==> src/rtl/pe_src_arbiter2.sv <==
// ---------------------------------------------------------------------------
// pe_src_arbiter2
// Two-requester round-robin burst arbiter. It produces the one-hot select for
// the downstream 2:1 data mux and passes valid/ready between the selected
// source and the PE-side consumer. A grant is held for a whole burst, and the
// burst ends on a beat that carries the last flag.
//
// Parameters:
//   MAX_BURST  beat count above which a burst without last is an overrun
//   CNT_WIDTH  beat counter width, must be able to hold MAX_BURST+1
//
// Ports:
//   clk        system clock, rising edge
//   rst_n      asynchronous active-low reset
//   req_valid  per-requester valid (bit0 = requester 0, bit1 = requester 1)
//   req_last   per-requester last-beat flag, qualified by req_valid
//   req_ready  per-requester ready, only the granted bit can be 1
//   out_ready  consumer ready
//   out_valid  valid toward the consumer, aligned with the mux output
//   out_last   last flag of the granted requester
//   sel        one-hot mux select: 00 idle, 01 requester 0, 10 requester 1
//   burst_err  one-cycle pulse on the beat that overruns MAX_BURST
//
// Optional feature (macro PE_SRC_ARB_STATS_EN):
//   grant_cnt0 / grant_cnt1  16-bit wrapping counts of bursts granted
//   to requester 0 / requester 1.
// ---------------------------------------------------------------------------
module pe_src_arbiter2 #(
    parameter int MAX_BURST = 64,
    parameter int CNT_WIDTH = 7
) (
    input  logic       clk,
    input  logic       rst_n,
    input  logic [1:0] req_valid,
    input  logic [1:0] req_last,
    output logic [1:0] req_ready,
    input  logic       out_ready,
    output logic       out_valid,
    output logic       out_last,
    output logic [1:0] sel,
    output logic       burst_err
`ifdef PE_SRC_ARB_STATS_EN
    ,
    output logic [15:0] grant_cnt0,
    output logic [15:0] grant_cnt1
`endif
);

    typedef enum logic {
        IDLE,
        GRANT
    } state_t;

    localparam logic [CNT_WIDTH-1:0] BEAT_LIMIT = CNT_WIDTH'(MAX_BURST);
    localparam logic [CNT_WIDTH-1:0] BEAT_SAT   = CNT_WIDTH'(MAX_BURST + 1);

    state_t               state;
    logic                 rr_pref;
    logic [CNT_WIDTH-1:0] beat_cnt;
    logic                 xfer;
    logic                 xfer_last;
    logic [1:0]           other_sel;
    logic                 grant_new;
    logic [1:0]           grant_sel;

    // Handshake outputs come straight from the select register so they stay
    // aligned with the mux; nothing here adds a cycle of latency.
    always_comb begin
        out_valid = |(req_valid & sel);
        out_last  = |(req_last & req_valid & sel);
        req_ready = sel & {2{out_ready}};
        xfer      = out_valid & out_ready;
        xfer_last = xfer & out_last;
        other_sel = {sel[0], sel[1]};
        // beat_cnt holds the transfers already done, so this transfer is beat
        // MAX_BURST+1 exactly when the count equals MAX_BURST; saturation
        // keeps the count from ever coming back to that value in one burst.
        burst_err = xfer & ~out_last & (beat_cnt == BEAT_LIMIT);
    end

    // Decide whether a new grant is taken at the next edge and for whom.
    // From IDLE any valid requester is granted, with the round-robin pointer
    // breaking ties. When a burst ends, the other requester is handed the
    // grant directly if it is waiting; the finishing requester's valid in that
    // cycle belongs to its last beat, so its next burst is picked up from IDLE.
    always_comb begin
        grant_new = 1'b0;
        grant_sel = 2'b00;
        case (state)
            IDLE: begin
                if (|req_valid) begin
                    grant_new = 1'b1;
                    if (req_valid == 2'b11) begin
                        grant_sel = rr_pref ? 2'b10 : 2'b01;
                    end else begin
                        grant_sel = req_valid;
                    end
                end
            end
            GRANT: begin
                if (xfer_last && |(req_valid & other_sel)) begin
                    grant_new = 1'b1;
                    grant_sel = other_sel;
                end
            end
            default: begin
                grant_new = 1'b0;
                grant_sel = 2'b00;
            end
        endcase
    end

    // Arbiter state, select register, round-robin pointer and beat counter.
    // The pointer moves to the other requester whenever a burst completes;
    // an abandoned burst (reset) leaves it at its reset value.
    always_ff @(posedge clk or negedge rst_n) begin
        if (!rst_n) begin
            state    <= IDLE;
            sel      <= 2'b00;
            rr_pref  <= 1'b0;
            beat_cnt <= '0;
        end else begin
            if (grant_new) begin
                state    <= GRANT;
                sel      <= grant_sel;
                beat_cnt <= '0;
            end else if (xfer_last) begin
                state    <= IDLE;
                sel      <= 2'b00;
                beat_cnt <= '0;
            end else if (xfer && (beat_cnt != BEAT_SAT)) begin
                beat_cnt <= beat_cnt + CNT_WIDTH'(1);
            end
            if (xfer_last) begin
                rr_pref <= sel[0];
            end
        end
    end

`ifdef PE_SRC_ARB_STATS_EN
    // Burst statistics: each counter steps on the edge that asserts a fresh
    // grant for its requester and wraps naturally at 16 bits.
    always_ff @(posedge clk or negedge rst_n) begin
        if (!rst_n) begin
            grant_cnt0 <= 16'd0;
            grant_cnt1 <= 16'd0;
        end else if (grant_new) begin
            if (grant_sel[0]) begin
                grant_cnt0 <= grant_cnt0 + 16'd1;
            end
            if (grant_sel[1]) begin
                grant_cnt1 <= grant_cnt1 + 16'd1;
            end
        end
    end
`else
    // Statistics disabled: no grant counters are built.
`endif

endmodule

==> config.mk <==
export PLATFORM = sky130hd
export DESIGN_NAME = pe_src_arbiter2
export DESIGN_NICKNAME = d
export VERILOG_FILES = /design/src/rtl/pe_src_arbiter2.sv
export SDC_FILE = /design/constraint.sdc
export NUM_CORES = 1
export LEC_CHECK = 0
export BUFFER_PORTS_ARGS = -buffer_cell sky130_fd_sc_hd__buf_4
export CAP_MARGIN = 25
export CORE_UTILIZATION = 45
export DETAILED_ROUTE_END_ITERATION = 7
export GPL_ROUTABILITY_DRIVEN = 1
export GPL_TIMING_DRIVEN = 1
export PLACE_DENSITY = 0.7
export SLEW_MARGIN = 20
export SYNTH_ARGS = -nofsm -noshare
export SYNTH_HDL_FRONTEND = slang
export SYNTH_SLANG_ARGS = --single-unit
==> constraint.sdc <==
create_clock -name clk -period 1.5 [get_ports clk]
set_input_delay 0.15 -clock clk [delete_from_list [all_inputs] [get_ports clk]]
set_output_delay 0.15 -clock clk [all_outputs]
set_load 0.1 [all_outputs]
### Word-level counts from Yosys, hierarchy flattened

Cells that the tools add are included.

| word-level totals | value |
|---|---|
| word-level logic and storage cells | 42 |
| bits in registers | 11 |
| output and inout bits | 7 |
| bits of input ports | 7 |

| cells by class | value |
|---|---|
| reduce and logical (&&, ||, !) cells | 8 |
| eq/ne operators | 3 |
| multiplexer cells | 15 |
| bitwise operators | 11 |
| add/sub/neg operators | 1 |

Operators by type and width:

| operator | count |
|---|---|
| $mux 7 | 3 |
| $mux 2 | 6 |
| $and 2x2->2 | 5 |
| $reduce_or 2->1 | 4 |
| $add 7x1->7 const B | 1 |
| $eq 7x7->1 const B | 1 |
| $ne 7x7->1 const B | 1 |
| $and 1x1->1 | 4 |
| $mux 1 | 4 |
| $pmux 2 s2 | 1 |
| $reduce_bool 3->1 | 1 |
| $eq 2x2->1 const B | 1 |
| $logic_and 1x1->1 | 2 |
| $not 1->1 | 2 |
| $pmux 1 s2 | 1 |
| $reduce_bool 2->1 | 1 |

### Logic depth before layout (Yosys ltp)

| logic depth | value |
|---|---|
| word-level depth | 8 |
| mapped depth | 6 |
| mapped depth without buffers | 6 |

### Worst setup path before layout

OpenSTA, ideal clock, no wires.

| timing path | value |
|---|---|
| path kind | register to output |
| start point | register sel[1] |
| end point | output burst_err |
| data required time | 1.350 ns |
| cell stages (with the launch flop) | 5 |
| slack | -3.484 ns |
| arrival time | 4.834 ns |
| buffers on the path | 1 |
| cells stage by stage | dfrtp_1 -> buf_2 -> nand3_1 -> nand2_1 -> nor4_1 |

| on the way | value |
|---|---|
| longest elaborated chain between the ends | 5 |
| elaborated cells between the ends (all ways) | 8 |
| classes of those cells | bitwise (6); reduce/logical (2) |

RTL lines:

| element | line | RTL |
|---|---|---|
| start, declared | 40 | `output logic [1:0] sel,` |
| start signal, assigned | 125 | `sel <= grant_sel;` |
| $and 2x2->2 | 70 | `out_last = \|(req_last & req_valid & sel);` |
| $reduce_or 2->1 | 70 |  |
| net out_last | 39 | `output logic out_last,` |
| $not 1->1 | 78 | `burst_err = xfer & ~out_last & (beat_cnt == BEAT_LIMIT);` |
| $and 1x1->1 (2 in series) | 78 |  |
| end, declared | 41 | `output logic burst_err` |

The timed path passes the listed nets, and every way through them passes these cells.

### Worst setup path after layout

| timing path | value |
|---|---|
| start point | register sel[1] |
| end point | output burst_err |

| on the way | value |
|---|---|
| longest elaborated chain between the ends | 5 |
| elaborated cells between the ends (all ways) | 8 |
| classes of those cells | bitwise (6); reduce/logical (2) |

RTL lines:

| element | line |
|---|---|
| $and 2x2->2, on equally long branches | 69, 70 |
| $reduce_or 2->1, on equally long branches | 69, 70 |
| $and 1x1->1 or $not 1->1 (tied branches) | 72, 78 |
| $and 1x1->1 * (2 in series) | 78 |

Every way passes the cells marked *; elsewhere a longest branch is shown, timed or not.

==> impl_metrics.tcl <==
set metrics [dict create \
    design.die.area_mm2 0.00181 \
    critical_path.startpoint_type "flip-flop" \
    design.core.area_mm2 0.00152 \
    warning_count_from_the_yosys_run 0 \
    final_min_period_over_clock_period_pct 109 \
    fmax_mhz 610 \
    n_fill_cell 104 \
    synth_top_family_by_area "simple AND/OR/NAND/NOR gates" \
    syn-instance-count 81 \
    clock_path_buffers 2 \
    cts_root_buffer "sky130_fd_sc_hd__clkbuf_4" \
    clkSlewWorstSetupHoldPaths_ns 0.07 \
    global_route_wire_length_before_repair_um 3090 \
    antenna_left 0 \
    layout.cells.most_common "sky130_fd_sc_hd__buf_4" \
    cts_inserted_buffers 3 \
    first_global_vias 671 \
    syn_area_per_cell_um2 9.13 \
    register_to_register_setup_slack_ns -0.04 \
    fin_nets 123 \
    finalCriticalPeriod_ns 1.64 \
    antenna_violations_before_repair 0 \
    powerDensity_mw_per_mm2 1700 \
    critPathArrivalTime_ns 1.49 \
    clock_insertion_delay_worst_skew_ns 0.27 \
    synth_cell_type_count 29 \
    drt_first_pass_iters 4 \
    post_place_cell_area_um2 936 \
    holdCritPathClass "input port to async pin" \
    cts.htree.levels 1 \
    report.final.slew_viol_count 0 \
    route.final.wire_length_um 2070 \
    syn-num-nets 91 \
    detailedRoute.firstIterationViolations 17 \
    worstSetupPathType "flip-flop to output port" \
    start_util_pct 48.5 \
    vias_after_detailed_routing 727 \
    global_route.overflow_total 0 \
    gr_usage_total_pct 23.0 \
    netlist_top_cells_area "sky130_fd_sc_hd__dfrtp_1, sky130_fd_sc_hd__ha_1, sky130_fd_sc_hd__nand2_1" \
    cts_tree "yes" \
    finalSetupViolCount 4 \
    numPortBuffers 13 \
    ir_drop_worst_vdd_mv 1.10 \
    setup-tns-final_ns -0.323 \
    wire_per_inst_um 16.1 \
    grt_setup_unrepaired "true" \
    die_h_um 42.5 \
    crit_fanout 4 \
    dpl.hpwl_um 1190 \
    synth-simple-area-share_pct 29.4 \
    diodes 0 \
    clock_sink_count 11 \
    drt-vias-per-instance 5.68 \
    post_synth_fa_ha_maj_area_fraction_pct 5.08 \
    maxCapViolCount 0 \
    hold_violations 0 \
    die_w_um 42.5 \
    synthesis_to_layout_area_growth_pct 57.5 \
    ys_ff_latch 11 \
    gp_congestion 0.813 \
    row_count 14 \
    timing.clock.skew_ns 0.00833 \
    maxSlewHeadroom_pct 76.2 \
    synth_xor_xnor_area_share_pct 3.55 \
    synth_largest_type_area_fraction_pct 37.2 \
    drive_above_1_share_pct 50.9 \
    cp.required_ns 1.35 \
    setup.worst_path.end_class "output port" \
    mostFrequentLayoutCells "sky130_fd_sc_hd__buf_4, sky130_fd_sc_hd__dfrtp_1, sky130_fd_sc_hd__nand2_1, sky130_fd_sc_hd__o21ai_0, sky130_fd_sc_hd__buf_6" \
    synth-seq-area-share_pct 37.2 \
    synth_compound_gate_area_share_pct 15.9 \
    reported_leakage_power_nw 0.512 \
    pin_count 14 \
    run_status "finished with violations" \
    synthMuxAreaShare_pct 2.88 \
    drc 0 \
    failed_checks "negative setup slack" \
    synthDominantAreaCellType "sky130_fd_sc_hd__dfrtp_1" \
    layout_setup_ws_ns -0.139 \
    post_synth_instance_area_um2 739 \
    grt_start_max_net_pins 12 \
    power.total_mw 1.98 \
    tightestPinTransition_ns 0.353 \
    finalInstanceArea_mm2 0.00116 \
]
synth_stat cells:
cell,count
sky130_fd_sc_hd__and3_1,1
sky130_fd_sc_hd__or3_1,2
sky130_fd_sc_hd__nor3_1,4
sky130_fd_sc_hd__and2_1,2
sky130_fd_sc_hd__a22oi_4,1
sky130_fd_sc_hd__and4_1,1
sky130_fd_sc_hd__nand2_1,9
sky130_fd_sc_hd__nand3_1,5
sky130_fd_sc_hd__mux2i_1,1
sky130_fd_sc_hd__ha_1,3
sky130_fd_sc_hd__nor4_1,1
sky130_fd_sc_hd__nand4_1,4
sky130_fd_sc_hd__inv_1,4
sky130_fd_sc_hd__o32ai_1,1
sky130_fd_sc_hd__nand4b_1,1
sky130_fd_sc_hd__buf_2,4
sky130_fd_sc_hd__or2_2,1
sky130_fd_sc_hd__or3b_1,1
sky130_fd_sc_hd__xnor2_1,3
sky130_fd_sc_hd__a21oi_1,5
sky130_fd_sc_hd__nand4bb_1,2
sky130_fd_sc_hd__clkinv_4,1
sky130_fd_sc_hd__mux2_2,1
sky130_fd_sc_hd__nor2_1,4
sky130_fd_sc_hd__a41oi_2,1
sky130_fd_sc_hd__o21ai_0,5
sky130_fd_sc_hd__o211ai_4,1
sky130_fd_sc_hd__nor2b_1,1
sky130_fd_sc_hd__dfrtp_1,11
worst max-delay path, stage by stage (launching register included):
cell and delay (ns):
sky130_fd_sc_hd__dfrtp_4 0.45, sky130_fd_sc_hd__a22oi_4 0.11, sky130_fd_sc_hd__clkinv_8 0.07, sky130_fd_sc_hd__nand2_4 0.04
sky130_fd_sc_hd__nor4_4 0.29, sky130_fd_sc_hd__buf_6 0.26
metal layers:
metal / global-route usage [%] / vias up / routed length [um]
met5: 0 / - / 0
met1: 33.0 / 345 / 941
li1: - / 355 / -
met3: 1.29 / 2 / 64
met4: 11.3 / 0 / 14
met2: 35.1 / 25 / 1040
through the flow:
stage               util [%]  instances  setup slack, ns  hold slack [ns]
floorplan                  -         81           -0.852           -0.146
CTS                     70.9        125           -0.113            0.233
global placement        61.4        112           0.0464          -0.0114
global route            76.4        128           -0.195            0.253
detailed placement      61.4        112          -0.0226         -0.00945
finish                  76.4        128           -0.139            0.246
what timing repair did:
action	CTS	global route
hold endpoints to repair	11	0
setup endpoints to repair	2	10
setup buffers	8	3
hold buffers	1	0
pin swaps	5	4
resized for setup	10	11
cell type report:
| cell class | count | area (um^2) | share of cell area, % |
|---|---|---|---|
| sequential | 11 | 283 | 24.3 |
| tap | 16 | 20.0 | 1.72 |
| timing repair buffer | 31 | 267 | 22.9 |
| clock buffer | 4 | 26.3 | 2.26 |
| inverter | 5 | 31.3 | 2.69 |
| multi-input combinational | 61 | 538 | 46.2 |
state kept, by name (all words and copies together), names as in the netlist:
| register | flops |
|---|---|
| beat_cnt | 7 |
| rr_pref | 1 |
| sel | 2 |
| state | 1 |
kinds of logic (layout without fill, tap and decap cells):
logic type | count (synthesis) | after routing
buffers and inverters | 9 | 40
AND/OR/NAND/NOR | 39 | 39
multiplexers | 2 | 2
AO/OA/AOI/OAI | 14 | 14
flip-flops | 11 | 11
XOR/XNOR | 3 | 3
adder cells (fa/ha/maj) | 3 | 3
report_power, final:
| part | internal, mW | leakage (nW) | switching [mW] | total, mW |
|---|---|---|---|---|
| sequential | 0.386 | 0.141 | 0.0916 | 0.477 |
| combinational | 0.522 | 0.356 | 0.788 | 1.31 |
| clock | 0.103 | 0.0150 | 0.0942 | 0.197 |
| total | 1.01 | 0.512 | 0.974 | 1.98 |
final timing paths:
path / startpoint / cells after the start / to
setup / recovery: sel[1] / 5 / burst_err
hold / removal: rst_n / 2 / beat_cnt[3]
setup reg to reg: sel[1] / 7 / beat_cnt[0]
hold reg to reg: rr_pref / 1 / rr_pref
max in group asynchronous: rst_n / 2 / sel[0]
min in group clk: req_valid[0] / 3 / state
Note: power is estimated with default switching activity, not from simulation.
